File: config.mk
export PLATFORM = sky130hd
export DESIGN_NAME = mat_loader
export DESIGN_NICKNAME = d
export VERILOG_FILES = /design/src/rtl/mat_loader.sv
export SDC_FILE = /design/constraint.sdc
export NUM_CORES = 2
export LEC_CHECK = 0
export BUFFER_PORTS_ARGS = -buffer_cell sky130_fd_sc_hd__buf_2
export CORE_AREA = 2 2 415 417
export CTS_BUF_LIST = sky130_fd_sc_hd__clkbuf_16
export CTS_CLUSTER_DIAMETER = 50
export DETAILED_ROUTE_END_ITERATION = 8
export DIE_AREA = 0 0 417 419
export GPL_TIMING_DRIVEN = 0
export MAX_ROUTING_LAYER = met4
export PLACE_DENSITY = 0.53
export SYNTH_ARGS = -nofsm -noshare
export SYNTH_HDL_FRONTEND = slang
export SYNTH_SLANG_ARGS = --single-unit
File: constraint.sdc
create_clock -name clk -period 3 [get_ports clk]
set_input_delay 0.45 -clock clk [delete_from_list [all_inputs] [get_ports clk]]
set_output_delay 0.45 -clock clk [all_outputs]
set_load 0.05 [all_outputs]
File: src/rtl/mat_loader.sv
// -----------------------------------------------------------------------------
// mat_loader
// Collects a stream of floating-point elements into two packed matrices for a
// downstream mat_mul. A frame is I*J elements of mat1 followed by J*K elements
// of mat2, each row-major; in_last must mark exactly the final element.
//
// Parameters:
//   I, J, K    : mat1 is I x J, mat2 is J x K
//   EXP_WIDTH  : float exponent width
//   MAN_WIDTH  : float mantissa width (element width FW = 1+EXP_WIDTH+MAN_WIDTH)
//
// Ports:
//   clk, rst            : single clock, synchronous active-high reset
//   in_valid/in_ready   : element handshake, in_data/in_last carried with it
//   mat1, mat2          : packed matrices, element (r,c) at [(r*C+c)*FW +: FW]
//   out_valid/out_ready : matrix pair handshake; matrices stable while valid
//   frame_err           : one-cycle pulse when a frame is dropped for framing
//   nan_seen            : (only with MAT_LOADER_NAN_FLAG_EN) a NaN was accepted
//                         in the frame currently held
//
// Optional feature macro: MAT_LOADER_NAN_FLAG_EN
// -----------------------------------------------------------------------------
module mat_loader #(
  parameter int I         = 4,
  parameter int J         = 4,
  parameter int K         = 4,
  parameter int EXP_WIDTH = 8,
  parameter int MAN_WIDTH = 23
) (
  input  logic                                       clk,
  input  logic                                       rst,
  input  logic                                       in_valid,
  output logic                                       in_ready,
  input  logic [EXP_WIDTH+MAN_WIDTH:0]               in_data,
  input  logic                                       in_last,
  output logic [I*J*(1+EXP_WIDTH+MAN_WIDTH)-1:0]     mat1,
  output logic [J*K*(1+EXP_WIDTH+MAN_WIDTH)-1:0]     mat2,
  output logic                                       out_valid,
  input  logic                                       out_ready,
  output logic                                       frame_err
`ifdef MAT_LOADER_NAN_FLAG_EN
  ,
  output logic                                       nan_seen
`endif
);

  localparam int FW    = 1 + EXP_WIDTH + MAN_WIDTH;
  localparam int NA    = I * J;
  localparam int NB    = J * K;
  localparam int NMAX  = (NA > NB) ? NA : NB;
  localparam int CW    = $clog2(NMAX + 1);

  localparam logic [CW-1:0] A_LAST = CW'(NA - 1);
  localparam logic [CW-1:0] B_LAST = CW'(NB - 1);

  typedef enum logic [1:0] {
    LOAD_A = 2'd0,
    LOAD_B = 2'd1,
    FULL   = 2'd2
  } state_t;

  state_t           state_r;
  state_t           state_nxt_s;
  logic [CW-1:0]    cnt_r;
  logic [CW-1:0]    cnt_nxt_s;
  logic             err_nxt_s;
  logic             frame_err_r;
  logic             accept_s;
  logic [NA*FW-1:0] mat1_r;
  logic [NB*FW-1:0] mat2_r;

  // Ready is withheld while the pair is held and during reset itself.
  assign in_ready  = !rst && (state_r != FULL);
  assign accept_s  = in_valid && in_ready;
  assign out_valid = (state_r == FULL);
  assign frame_err = frame_err_r;
  assign mat1      = mat1_r;
  assign mat2      = mat2_r;

  // Next-state, counter and framing-error decode.
  always_comb begin
    state_nxt_s = state_r;
    cnt_nxt_s   = cnt_r;
    err_nxt_s   = 1'b0;
    case (state_r)
      LOAD_A: begin
        if (accept_s) begin
          if (in_last) begin
            // mat1 can never hold the final element of a frame
            err_nxt_s = 1'b1;
          end else if (cnt_r == A_LAST) begin
            cnt_nxt_s   = {CW{1'b0}};
            state_nxt_s = LOAD_B;
          end else begin
            cnt_nxt_s = cnt_r + CW'(1);
          end
        end else begin
          cnt_nxt_s = cnt_r;
        end
      end
      LOAD_B: begin
        if (accept_s) begin
          if (cnt_r == B_LAST) begin
            if (in_last) begin
              cnt_nxt_s   = {CW{1'b0}};
              state_nxt_s = FULL;
            end else begin
              err_nxt_s = 1'b1;
            end
          end else if (in_last) begin
            err_nxt_s = 1'b1;
          end else begin
            cnt_nxt_s = cnt_r + CW'(1);
          end
        end else begin
          cnt_nxt_s = cnt_r;
        end
      end
      FULL: begin
        if (out_ready) begin
          cnt_nxt_s   = {CW{1'b0}};
          state_nxt_s = LOAD_A;
        end else begin
          state_nxt_s = FULL;
        end
      end
      default: begin
        cnt_nxt_s   = {CW{1'b0}};
        state_nxt_s = LOAD_A;
      end
    endcase
    // A framing error drops the whole frame
    if (err_nxt_s) begin
      cnt_nxt_s   = {CW{1'b0}};
      state_nxt_s = LOAD_A;
    end else begin
      cnt_nxt_s = cnt_nxt_s;
    end
  end

  // State, counter and error-pulse registers.
  always_ff @(posedge clk) begin
    if (rst) begin
      state_r     <= LOAD_A;
      cnt_r       <= {CW{1'b0}};
      frame_err_r <= 1'b0;
    end else begin
      state_r     <= state_nxt_s;
      cnt_r       <= cnt_nxt_s;
      frame_err_r <= err_nxt_s;
    end
  end

  // Matrix storage; the counter addresses the element slot directly.
  always_ff @(posedge clk) begin
    if (rst) begin
      mat1_r <= {(NA*FW){1'b0}};
      mat2_r <= {(NB*FW){1'b0}};
    end else if (accept_s && (state_r == LOAD_A)) begin
      mat1_r[int'(cnt_r)*FW +: FW] <= in_data;
    end else if (accept_s && (state_r == LOAD_B)) begin
      mat2_r[int'(cnt_r)*FW +: FW] <= in_data;
    end else begin
      mat1_r <= mat1_r;
      mat2_r <= mat2_r;
    end
  end

`ifdef MAT_LOADER_NAN_FLAG_EN
  logic nan_r;
  logic nan_nxt_s;

  // NaN: all-ones exponent with a non-zero mantissa.
  function automatic logic is_nan(input logic [FW-1:0] d);
    is_nan = (&d[FW-2 -: EXP_WIDTH]) && (|d[MAN_WIDTH-1:0]);
  endfunction

  // Flag clears on (re)entry to LOAD_A, including a dropped frame.
  always_comb begin
    nan_nxt_s = nan_r;
    if (err_nxt_s || ((state_nxt_s == LOAD_A) && (state_r != LOAD_A))) begin
      nan_nxt_s = 1'b0;
    end else if (accept_s && is_nan(in_data)) begin
      nan_nxt_s = 1'b1;
    end else begin
      nan_nxt_s = nan_r;
    end
  end

  // NaN flag register.
  always_ff @(posedge clk) begin
    if (rst) begin
      nan_r <= 1'b0;
    end else begin
      nan_r <= nan_nxt_s;
    end
  end

  assign nan_seen = nan_r;
`endif

endmodule

==> results.tsv <==
metric	value	unit
cts_buffers	136	
synthesis.area_per_instance	9.77	sq um
globalRoute.totalOverflow	0	
cp-end-kind	flop	
std_cell_rows	152	
grt_util_all_layers	25.7	%
vdd.ir_drop.worst	571	uV
postSynth.asyncResetShare	0	%
pin_count	1064	
path_cells	buf_2 -> clkbuf_1 -> inv_1 -> clkbuf_1 -> clkbuf_2 -> clkbuf_1 -> nand2_1 -> mux2i_1	
drc	0	
critical_path_buffers_and_inverters	6	
post_synth_num_cell_types	54	
instances_no_fill	7647	
count_of_maximum_capacitance_violations	0	
layout.area.seq	20700	sq um
final_critical_path_setup_slack	0.0551	ns
vias	36700	
period_needed	2.94	ns
dp.final_hpwl	176000	um
chipHeight	419	um
synthesis.yosys.warnings	0	
grt_antenna_before_repair	38	
number_of_clock_sinks_seen_by_cts	1032	
max_freq	0.340	GHz
input_output_buffers	1063	
hold_violations	0	
ys_seq_area_share	52.7	%
layout-drive-gt1-share	30.1	%
detail_route.wl_per_cell	29.8	um
fp.dieW	417	um
synth_edf_count	0	
pwr-share-comb	4.6	%
most_frequent_cell_on_critical_path	sky130_fd_sc_hd__clkbuf_1	
worst_setup_hold_path_clk_slew	0.06	ns
power	31.3	mW
critical_path.reg2reg.startpoint	cnt_r[0]	
power.net_switching	8.10	mW
routed_via_density	4.80	
htree_num_levels	4	
first_pass_iters	6	
initial_utilization	23.0	%
clock_power_share	51.5	%
cp.required	3.71	ns
outcome	completed	
worst_path_dominant_cell_family	buffers and inverters	
number_of_storage_elements_in_the_synthesis_netlist	1032	
timing.critical_path.slowest_stage_cell	sky130_fd_sc_hd__clkbuf_1	
critical-path-max-stage-delay	0.69	ns
startpoint	rst	
worstMarginPinSlew	1.10	ns
maximum_count_of_clock_buffers_along_a_single_path	3	
grt_max_degree	17	
dpl_worst_slack	-1.59	ns
drt_iter0_drc	3365	
totalNegativeSetupSlack	0	ns
netlist_area	39200	sq um
grt_pass1_vias	34500	
timing.final.max_slew_violations	0	
worst_ep_arrival_time	3.66	ns
clkLatencyLatePin	0.81	ns
nets	5330	
multiInputGateArea	17100	sq um
dominantRegCellSynth	sky130_fd_sc_hd__dfxtp_1	
finalWeightedCongestion	0.955	
final-setup-viol-count	0	
fillers	17800	
internal_power	23.2	mW
unrepaired_setup_endpoints_after_global_routing	yes	
min_path_type	in2reg	
min-delay-start	in_data[31]	
synthCells	4011	
p_sw_share	25.9	%
worst_case_headroom_to_the_max_slew_limit	26.4	%
wire_length_of_the_first_global_routing_pass	299000	um
share_seq_of_total_power	43.9	%
fp.dieArea	175000	sq um
worst_setup_path_start_kind	primary input	
syn_nets	4053	
cts-root-buf	sky130_fd_sc_hd__clkbuf_16	
worstPathMaxFanout	10	
placeableCoreArea	171000	sq um
fin_skew	0.0217	ns
area.growth.synth_to_final	37.1	%
cts_tree	done	
power-per-cell-area	584	nW/um^2
postRouteAntennaNets	0	
fin_crit_sh	98.2	%
path_class	in2reg	
detail_route.wirelength	228000	um
post-place-cells	7334	
leakage	24.1	nW
-- metal layers --
metal	routed length, um	GRT usage (%)	vias to the layer above
li1	-	-	16200
met1	93600	31.3	18300
met2	108000	41.0	1812
met3	16500	5.47	412
met4	10100	10.8	0
met5	0	-	-
-- metrics by stage --
step	hold WS [ns]	instance area (sq um)	utilization [%]
2_1_floorplan	0.479	39200	-
3_3_place_gp	0.439	47300	27.7
3_5_place_dp	0.443	47900	28.1
4_1_cts	0.0514	53400	31.3
5_1_grt	0.0989	53700	31.5
6_report	0.152	53700	31.5
-- power groups by stage --
stage / registers, mW / logic (mW) / clock network, mW
3_5_place_dp: 14.0 / 1.43 / 0
5_1_grt: 13.7 / 1.49 / 16.9
3_3_place_gp: 14.0 / 1.34 / 0
6_report: 13.7 / 1.45 / 16.1
4_1_cts: 13.7 / 1.46 / 16.3
2_1_floorplan: 14.1 / 0.416 / 0
-- final timing paths --
kind / depth (start not counted) / end / slack [ns]
max: 8 / mat1[203] / 0.06
min: 3 / mat2[511] / 0.15
max reg2reg: 12 / mat2[228] / 0.11
min reg2reg: 2 / mat1[139] / 0.45
-- state kept, by name (all words and copies together) (netlist names) --
name and cells:
mat1 512, cnt_r 5, frame_err 1, state_r 2
mat2 512
-- cells in the final DEF, fill, tap and decap left out, drive strengths merged, types with 2 or more instances in the layout --
cell and n:
inv 62, a31o 31, nor4 36, and3 5, nand2 1127, mux2i 929
nor3 23, diode 16, dlygate4sd3 3, and2 3, or4 2, or4b 2
clkinvlp 5, nor3b 6, or3 8, nor2 8, o21ai 69, nand4 5
and4 2, buf 1253, a21oi 68, clkinv 44, clkbuf 371, nor2b 2
nand3 267, ha 5, bufinv 10, nand2b 3, dfxtp 1032
-- worst min-delay path, delay by kind of cell --
| kind | cells | cell delay (ns) |
|---|---|---|
| and+or+nand+nor | 1 | 0.16 |
| buffers and inverters | 1 | 0.20 |
| muxes | 1 | 0.09 |
-- logic make-up (layout without fill, tap and decap cells) --
logic type      after synthesis  after routing  share of synthesized area (%)
simple gates               1505           1505                           16.5
flops                      1032           1032                           52.7
mux                         929            929                           23.7
buf+inv                     361           1748                           4.18
compound gates              177            177                           2.68
fa+ha+maj                     5              5                          0.160
xor+xnor                      2              2                         0.0447
other cells                   0             16                              0
-- final cells by class --
type | instances | area share (%)
Tap cell | 2233 | 5.20
Clock inverter | 112 | 1.82
Sequential cell | 1032 | 38.5
Buffer | 341 | 3.77
Multi-Input combinational cell | 2618 | 31.9
Timing Repair Buffer | 1150 | 12.3
Antenna cell | 16 | 0.0746
Clock buffer | 136 | 6.34
Inverter | 9 | 0.0629
-- cell usage after synthesis (3+ instances only) --
| master | count | area [sq um] |
|---|---|---|
| sky130_fd_sc_hd__buf_1 | 11 | 41.3 |
| sky130_fd_sc_hd__nor4_1 | 33 | 206 |
| sky130_fd_sc_hd__inv_1 | 9 | 33.8 |
| sky130_fd_sc_hd__nand3_1 | 265 | 1330 |
| sky130_fd_sc_hd__nand2_1 | 1127 | 4230 |
| sky130_fd_sc_hd__nor2_1 | 8 | 30.0 |
| sky130_fd_sc_hd__nand4_1 | 5 | 31.3 |
| sky130_fd_sc_hd__clkbuf_1 | 242 | 908 |
| sky130_fd_sc_hd__or3_1 | 8 | 50.1 |
| sky130_fd_sc_hd__dfxtp_1 | 1032 | 20700 |
| sky130_fd_sc_hd__nor3_2 | 7 | 70.1 |
| sky130_fd_sc_hd__a21oi_1 | 68 | 340 |
| sky130_fd_sc_hd__a31o_2 | 21 | 184 |
| sky130_fd_sc_hd__and2_1 | 3 | 18.8 |
| sky130_fd_sc_hd__nor3b_1 | 5 | 37.5 |
| sky130_fd_sc_hd__nor3_4 | 11 | 179 |
| sky130_fd_sc_hd__nor4_2 | 3 | 37.5 |
| sky130_fd_sc_hd__buf_6 | 9 | 101 |
| sky130_fd_sc_hd__mux2i_1 | 929 | 9300 |
| sky130_fd_sc_hd__a31o_1 | 10 | 87.6 |
| sky130_fd_sc_hd__and3_1 | 5 | 31.3 |
| sky130_fd_sc_hd__buf_4 | 40 | 300 |
| sky130_fd_sc_hd__buf_2 | 50 | 250 |
| sky130_fd_sc_hd__nor3_1 | 5 | 25.0 |
| sky130_fd_sc_hd__o21ai_0 | 65 | 325 |
| sky130_fd_sc_hd__ha_1 | 5 | 62.6 |
| sky130_fd_sc_hd__nand2b_1 | 3 | 18.8 |
-- repair_timing --
action,in CTS,in global routing
hold endpoints to repair,2,0
setup endpoints to repair,1026,741
setup buffers,38,14
resized for setup,175,36
hold buffers,3,0
gates cloned,2,3
pin swaps,18,7
Note: power is estimated with default switching activity, not from simulation.
